**config.mk**
```make
export PLATFORM = sky130hd
export DESIGN_NAME = ripple_capture
export DESIGN_NICKNAME = d
export VERILOG_FILES = /design/src/rtl/ripple_capture.sv
export SDC_FILE = /design/constraint.sdc
export NUM_CORES = 1
export LEC_CHECK = 0
export ABC_AREA = 1
export ABC_CLOCK_PERIOD_IN_PS = 1500
export CAP_MARGIN = 0
export CORE_MARGIN = 5
export CORE_UTILIZATION = 40
export DETAILED_ROUTE_END_ITERATION = 8
export GPL_TIMING_DRIVEN = 0
export PLACE_DENSITY = 0.7
export RECOVER_POWER = 100
export SETUP_SLACK_MARGIN = 0.2
export SLEW_MARGIN = 5
export SYNTH_ARGS = -nofsm -noshare
export SYNTH_HDL_FRONTEND = slang
export SYNTH_SLANG_ARGS = --single-unit
```
**constraint.sdc**
```tcl
create_clock -name clk -period 1.5 [get_ports clk]
set_input_delay 0.45 -clock clk [delete_from_list [all_inputs] [get_ports clk]]
set_output_delay 0.45 -clock clk [all_outputs]
set_load 0.005 [all_outputs]
```
**src/rtl/ripple_capture.sv**
```systemverilog
// Purpose : synchronise a 4-bit ripple counter, filter settling codes, extend to EXT_W bits.
// Latency : q_in change before edge 1 -> rd_valid/count at edge 2+STABLE_N.
// Backpr. : count held while rd_valid && !rd_ready; accepts arriving then are dropped and flag overrun.
//
// Optional feature macro: RIPPLE_CAPTURE_EXT_EN
//   defined     -> wrap-around tracker present, count[EXT_W-1:4] = upper
//   not defined -> tracker removed, count[EXT_W-1:4] = 0 (wrap_pulse still reported)
//
// Ports:
//   clk        capture clock, all state updates on rising edge
//   reset      synchronous, active-low reset
//   q_in       raw ripple counter outputs, asynchronous to clk
//   rd_valid   count holds an unconsumed accepted value
//   rd_ready   consumer takes count on an edge with rd_valid && rd_ready
//   count      {upper, nibble} of the last loaded value
//   wrap_pulse one-cycle pulse after the edge a wrap is accepted
//   overrun    sticky: a value was accepted while the output was full and not being read

module ripple_capture #(
    parameter int EXT_W    = 12,
    parameter int STABLE_N = 2
) (
    input  logic             clk,
    input  logic             reset,
    input  logic [3:0]       q_in,
    output logic             rd_valid,
    input  logic             rd_ready,
    output logic [EXT_W-1:0] count,
    output logic             wrap_pulse,
    output logic             overrun
);

    localparam int         UW       = EXT_W - 4;
    localparam logic [3:0] STAB_N   = 4'(STABLE_N);
    localparam logic [3:0] STAB_NM1 = 4'(STABLE_N - 1);

    // Elaboration-time parameter sanity.
    generate
        if (EXT_W < 5) begin : g_bad_ext_w
            $error("ripple_capture: EXT_W must be >= 5");
        end
        if (STABLE_N < 1 || STABLE_N > 15) begin : g_bad_stable_n
            $error("ripple_capture: STABLE_N must be in 1..15");
        end
    endgenerate

    // ------------------------------------------------------------------
    // State
    // ------------------------------------------------------------------
    logic [3:0]       r_s1;
    logic [3:0]       r_s2;
    logic [3:0]       r_cand;
    logic [3:0]       r_stab;
    logic [3:0]       r_last;
    logic             r_rd_valid;
    logic [EXT_W-1:0] r_count;
    logic             r_wrap_pulse;
    logic             r_overrun;

    // ------------------------------------------------------------------
    // Combinational decode
    // ------------------------------------------------------------------
    logic             w_diff;
    logic             w_settle;
    logic [3:0]       w_new_val;
    logic             w_accept;
    logic             w_wrap;
    logic             w_load;
    logic             w_read;
    logic [UW-1:0]    w_upper_nxt;

    assign w_diff = (r_s2 != r_cand);

    // The value settles on the edge stab reaches STABLE_N. With STABLE_N=1
    // that is the very edge cand reloads, so the settled value is s2 itself
    // rather than the (stale) cand.
    assign w_settle  = (STABLE_N == 1) ? w_diff : (!w_diff && (r_stab == STAB_NM1));
    assign w_new_val = w_diff ? r_s2 : r_cand;

    // Only a value different from the last accepted one is an event; any
    // decrease (including a counter reset to 0) is treated as a wrap.
    assign w_accept = w_settle && (w_new_val != r_last);
    assign w_wrap   = w_accept && (w_new_val < r_last);

    assign w_read = r_rd_valid && rd_ready;
    assign w_load = w_accept && (!r_rd_valid || rd_ready);

`ifdef RIPPLE_CAPTURE_EXT_EN
    logic [UW-1:0] r_upper;

    // Upper count rolls over naturally at 2^(EXT_W-4).
    assign w_upper_nxt = r_upper + UW'(w_wrap);

    always_ff @(posedge clk) begin
        if (!reset) begin
            r_upper <= '0;
        end else begin
            r_upper <= w_upper_nxt;
        end
    end
`else
    assign w_upper_nxt = '0;
`endif

    // ------------------------------------------------------------------
    // Two-flop synchroniser
    // ------------------------------------------------------------------
    always_ff @(posedge clk) begin
        if (!reset) begin
            r_s1 <= 4'd0;
            r_s2 <= 4'd0;
        end else begin
            r_s1 <= q_in;
            r_s2 <= r_s1;
        end
    end

    // ------------------------------------------------------------------
    // Stability filter and last-accepted tracker
    // ------------------------------------------------------------------
    // stab resets to STABLE_N so the all-zero reset state counts as already
    // settled: a zero input after reset generates no event.
    always_ff @(posedge clk) begin
        if (!reset) begin
            r_cand <= 4'd0;
            r_stab <= STAB_N;
            r_last <= 4'd0;
        end else begin
            if (w_diff) begin
                r_cand <= r_s2;
                r_stab <= 4'd1;
            end else if (r_stab < STAB_N) begin
                r_stab <= r_stab + 4'd1;
            end

            if (w_accept) begin
                r_last <= w_new_val;
            end
        end
    end

    // ------------------------------------------------------------------
    // Output register and status flags
    // ------------------------------------------------------------------
    always_ff @(posedge clk) begin
        if (!reset) begin
            r_rd_valid   <= 1'b0;
            r_count      <= '0;
            r_wrap_pulse <= 1'b0;
            r_overrun    <= 1'b0;
        end else begin
            r_wrap_pulse <= w_wrap;

            if (w_load) begin
                // Simultaneous read and accept: new value replaces the
                // consumed one and rd_valid stays asserted.
                r_count    <= {w_upper_nxt, w_new_val};
                r_rd_valid <= 1'b1;
            end else if (w_accept) begin
                // Output full and not being drained: hold count, drop the
                // new value from the output path only.
                r_overrun <= 1'b1;
            end else if (w_read) begin
                r_rd_valid <= 1'b0;
            end
        end
    end

    assign rd_valid   = r_rd_valid;
    assign count      = r_count;
    assign wrap_pulse = r_wrap_pulse;
    assign overrun    = r_overrun;

endmodule

```
==> Yosys cells after proc, flatten, opt, wreduce, memory -nomap -nowiden <==
Index checks and enable logic that the tools add are counted.
{ "op_classes": {"add_sub_neg": 1, "n_mul": 0, "div_mod_pow": 0, "n_lt_le_gt_ge": 2, "n_eq_ne": 4, "n_shift": 0, "n_mux": 6, "n_bitwise": 2, "n_reduce_logical": 13} }
{ "op_table": {"columns": ["cell", "count"], "rows": [
  ["$ne A4 B4 Y1", 2],
  ["$logic_and A1 B1 Y1", 5],
  ["$add A4 B1 Y4 const B", 1],
  ["$eq A4 B1 Y1 const B", 1],
  ["$lt A4 B2 Y1 const B", 1],
  ["$lt A4 B4 Y1", 1],
  ["$mux W2", 2],
  ["$mux W4", 1],
  ["$reduce_and A2 Y1", 2],
  ["$reduce_bool A2 Y1", 2],
  ["$mux W1", 3],
  ["$logic_not A1 Y1", 2],
  ["$ne A2 B1 Y1 const B", 1],
  ["$not A1 Y1", 2],
  ["$reduce_or A2 Y1", 1],
  ["$logic_or A1 B1 Y1", 1]
]} }
{ "word_totals": {"reg_bits": 27, "latchBits": 0, "ram_bits": 0, "mem_bits_ro": 0, "input_bits": 7, "out_inout_bits": 15, "word_cells": 38, "memories": 0} }

==> Depth between registers and ports, before layout <==
{ "logic_depth": {"word_depth": 7, "ltp_mapped": 9} }

==> Worst setup path after synthesis <==
Ideal clock, no wire load.
{ "synth_timing": {"kind": "reg2reg", "start": "register r_s2[3]", "end": "register r_count[3] (netlist: count[3])", "setup_time_ns": 0.113, "t_arrival_ns": 1.344, "required_time_ns": 1.387, "path_slack_ns": 0.043, "stages_incl_launch_ff": 10, "synth_period_minus_slack_ns": 1.457, "cell_sequence": "dfxtp_1 clkbuf_1 ha_1 nand2_1 nor2_1 nor2_8 nand4_4 nand2_2 nand2_1 nor2_1"} }
{ "synth_between": {"elab_chain_len": 5, "elab_cells_between_ends": 7} }
{ "synth_lines": {"columns": ["element", "line_no", "source"], "rows": [
  ["start, declared", "51", "logic [3:0] r_s2;"],
  ["start signal, assigned", "114", "r_s2 <= r_s1;"],
  ["$ne A4 B4 Y1", "72", "assign w_diff = (r_s2 != r_cand);"],
  ["$mux W4 (*)", null, null],
  ["net w_new_val[3]", "65", "logic [3:0] w_new_val;"],
  ["$ne A4 B4 Y1", "82", "assign w_accept = w_settle && (w_new_val != r_last);"],
  ["$logic_and A1 B1 Y1", "82", null],
  ["$logic_and A1 B1 Y1", "86", "assign w_load = w_accept && (!r_rd_valid || rd_ready);"],
  ["end signal, assigned", "157", "r_count <= {w_upper_nxt, w_new_val};"],
  ["end, declared", "56", "logic [EXT_W-1:0] r_count;"]
]} }
Mark *: on every way through the listed nets, which the timed path passes. The rest lies on a longest branch.
A chain may end at the register's enable or synchronous reset.

==> Worst setup path after layout <==
{ "layout_timing": {"start": "register r_s2[1]", "end": "register r_last[2]"} }
{ "layout_between": {"elab_chain_len": 4, "elab_cells_between_ends": 6} }
{ "layout_lines": {"columns": ["element", "line_no", "source"], "rows": [
  ["$ne A4 B4 Y1", "72", null],
  ["$mux W4 (*)", null, null],
  ["net w_new_val[1]", "65", null],
  ["$ne A4 B4 Y1 (*)", "82", null],
  ["$logic_and A1 B1 Y1 (*)", "82", null],
  ["end signal, assigned", "137", "r_last <= w_new_val;"],
  ["end, declared", "54", "logic [3:0] r_last;"]
]} }
Marks and branches as above.

==> out/results.tsv <==
metric	value	unit
syn_area_per_cell	8.03	um2
worst-endpoint-required	1770	ps
slew_violations	0	
grt_pass1_wl	3520	um
floorplan.die_area	4380	um2
max_freq	0.661	GHz
power_leakage	0.000797	uW
ys_seq_area_share	42.9	%
grtUsageTotal	10.5	%
syn_area	1260	um2
via_per_inst	4.22	
root_buffer	clkbuf_4	
r2r_start	r_s2[1]	
drv.max_cap_violation_count	0	
grt.met2_usage	18.3	%
routedWlPerCell	9.97	um
timing.critical_path.cells	clkbuf_1, ha_1, nand2_2, nor2_4, nor2_8, buf_12, nand2_8, nand2_4, a21oi_2	
synth_compound_area_share	6.25	%
drt-total-wl	2290	um
worst_ep_arrival_time	1780	ps
globalRoute.busiestLayer	met2	
layout-drive-gt1-share	33.3	%
slowest_stage_cell_on_the_critical_path	dfxtp_2	
route.vias.total	970	
drt-initial-drc-count	58	
die-width	66.2	um
port-buffer-count	13	
design.portCount	22	
period_share	101	%
max-clock-path-buffers	2	
post_cts_hold_buffer_count	0	
syn_to_final_growth	27.0	%
worst_setup_path_end_kind	flip-flop	
antenna_found_initial	0	
synthesized_area_fraction_occupied_by_adder_cells	5.95	%
violations	setup timing	
detailed_route_drc_error_count	0	
minimum_clock_period	1510	ps
worst-path-max-fanout	6	
outcome	complete, but fails checks	
rsz0062_at_grt	true	
ff2ff_path_depth	9	
gp_congestion	0.792	
postRouteAntennaNets	0	
nets	200	
critical_path.startpoint	r_s2[1]	
r2r_setup_slack	-10	ps
tritoncts_num_sinks	27	
detailed_place_hpwl	1560	um
h-tree-depth	1	
area_of_the_core	3030	um2
die_height	66.2	um
ys_ff_latch	27	
worst_setup_ep	r_last[2]	
clock_tree_from_tritoncts	done	
yosys_warnings	0	
post_synth_cell_types	25	
worst_setup_path_start_kind	flip-flop	
finalHoldWorstSlack	418	ps
path_clk_slew	150	ps
diodes	0	
timing.final.setup_violations	2	
grt_max_degree	16	
total_cts_buffers	3	
timing.critical_path.max_delay_family	simple AND/OR/NAND/NOR gates	
hold_viol_final	0	
initial_utilization	41.7	%
reg2reg_to	r_last[2]	
totalNegativeSetupSlack	-15.8	ps
synthCells	157	
finClkSkew	9.00	ps
power.density	814	nW/um2
drt-pass1-iter-count	5	
grt.met1_usage	11.9	%
globalRouteMet3Util	3.91	%
synth-simple-area-share	26.1	%
grt_overflow_total	0	
timing.hold.worst.class	reg -> reg	
cp.depth	9	
critical_path_buf_inv_count	2	
combinational_family_with_the_most_area_after_synthesis	simple AND/OR/NAND/NOR gates	
yosys-mux-area-fraction	0	%
number_of_global_route_vias_before_repair	843	
final.setup.worst_slack	-12.9	ps
clock_latency	330	ps
ir_worst_vdd	0.729	mV
synth_xor_area_share	0.694	%
critical_path.max_stage_delay	370	ps
timing_worst_setup_path_type	reg -> reg	
fp-row-count	20	
[sequential cells by signal (all words and copies together), names as in the netlist]
signal,flops
r_last,4
overrun,1
r_cand,4
rd_valid,1
r_stab,4
r_s1,4
r_s2,4
wrap_pulse,1
count,4
[tightest hold or removal path: stages, from the launching register on]
cell	delay, ps
dfxtp_1	320
nand2_1	50
inv_1	30
[how the worst min path moves through the flow]
stage               startpoint       to  slack (ps)  depth (start not counted)
floorplan              r_s1[2]  r_s2[2]         390                          2
CTS                    r_s1[1]  r_s2[1]         420                          2
global route           r_s1[0]  r_s2[0]         440                          2
global placement       r_s1[0]  r_s2[0]         390                          2
finish                 r_s1[2]  r_s2[2]         420                          2
detailed placement     r_s1[1]  r_s2[1]         400                          2
[Yosys cell counts]
master	number	area share (%)
dfxtp_1	27	43
inv_1	31	9.2
buf_4	8	4.8
nand2_2	3	1.5
clkbuf_8	1	1.1
nand2_1	33	9.8
a21oi_1	9	3.6
nor3_2	1	0.79
o21ai_0	2	0.79
nand3_1	8	3.2
nand4_4	1	1.7
xor2_1	1	0.69
clkinv_4	1	0.69
nand2_4	3	2.7
conb_1	1	0.30
nor2_8	1	1.6
nor2_1	4	1.2
o21ai_1	3	1.2
inv_2	3	0.89
ha_1	6	6.0
or2_2	1	0.50
clkbuf_1	4	1.2
a21oi_2	1	0.69
nand4_1	1	0.50
nor2_4	3	2.7
[area by class of cell]
class                           instances  area (um2)
Clock inverter                          1        5.00
Sequential cell                        27         551
Tap cell                               44        55.1
Buffer                                 13        90.1
Clock buffer                            3        22.5
Inverter                               35         139
Fill cell                             286        1430
Multi-Input combinational cell         89         594
Timing Repair Buffer                   18         145
[report_power, final]
group	leakage, uW	internal [uW]	switching (uW)	total, uW
Sequential	0.000223	742	15.7	758
Clock	0.0000177	100	213	313
Combinational	0.000556	101	132	232
[cell families after synthesis]
| kind of cell | Yosys count |
|---|---|
| and+or+nand+nor | 59 |
| buffers and inverters | 48 |
| DFF | 27 |
| AOI/OAI and AO/OA | 15 |
| adders and majority gates | 6 |
| xor gates and xnor gates | 1 |
| other | 1 |
[stage by stage]
| stage | cells | utilization (%) | setup WS [ps] | cell area (um2) | power (uW) |
|---|---|---|---|---|---|
| 2_1_floorplan | 164 | - | 141 | 1300 | 930 |
| 3_3_place_gp | 221 | 49.1 | -158 | 1490 | 969 |
| 3_5_place_dp | 221 | 49.1 | -171 | 1490 | 977 |
| 4_1_cts | 229 | 50.7 | 12.8 | 1540 | 1290 |
| 5_1_grt | 230 | 52.9 | -108 | 1600 | 1380 |
| 6_report | 230 | 52.9 | -12.9 | 1600 | 1300 |
[timing repair]
item	4_1_cts	5_1_grt
endpoints found under the setup margin	19	14
setup buffers	4	1
pin swaps	4	7
gates resized for setup	37	14
[per-layer routing]
layer | wire [um] | share of wire, %
met4 | 15 | 0.65
met5 | 0 | 0
met2 | 1190 | 52
met1 | 992 | 43
met3 | 94 | 4.1
[cells in the final DEF, fill, tap and decap left out, types with 4 or more instances in the layout]
cell type,count
ha_1,5
clkdlybuf4s50_1,6
dfxtp_1,21
nand2_1,28
a21oi_1,5
conb_1,8
nor2_4,4
buf_4,12
buf_2,6
dfxtp_2,5
inv_1,31
nand3_1,7
a21oi_2,5
nand2_2,7
(Power assumes the default switching activity.)
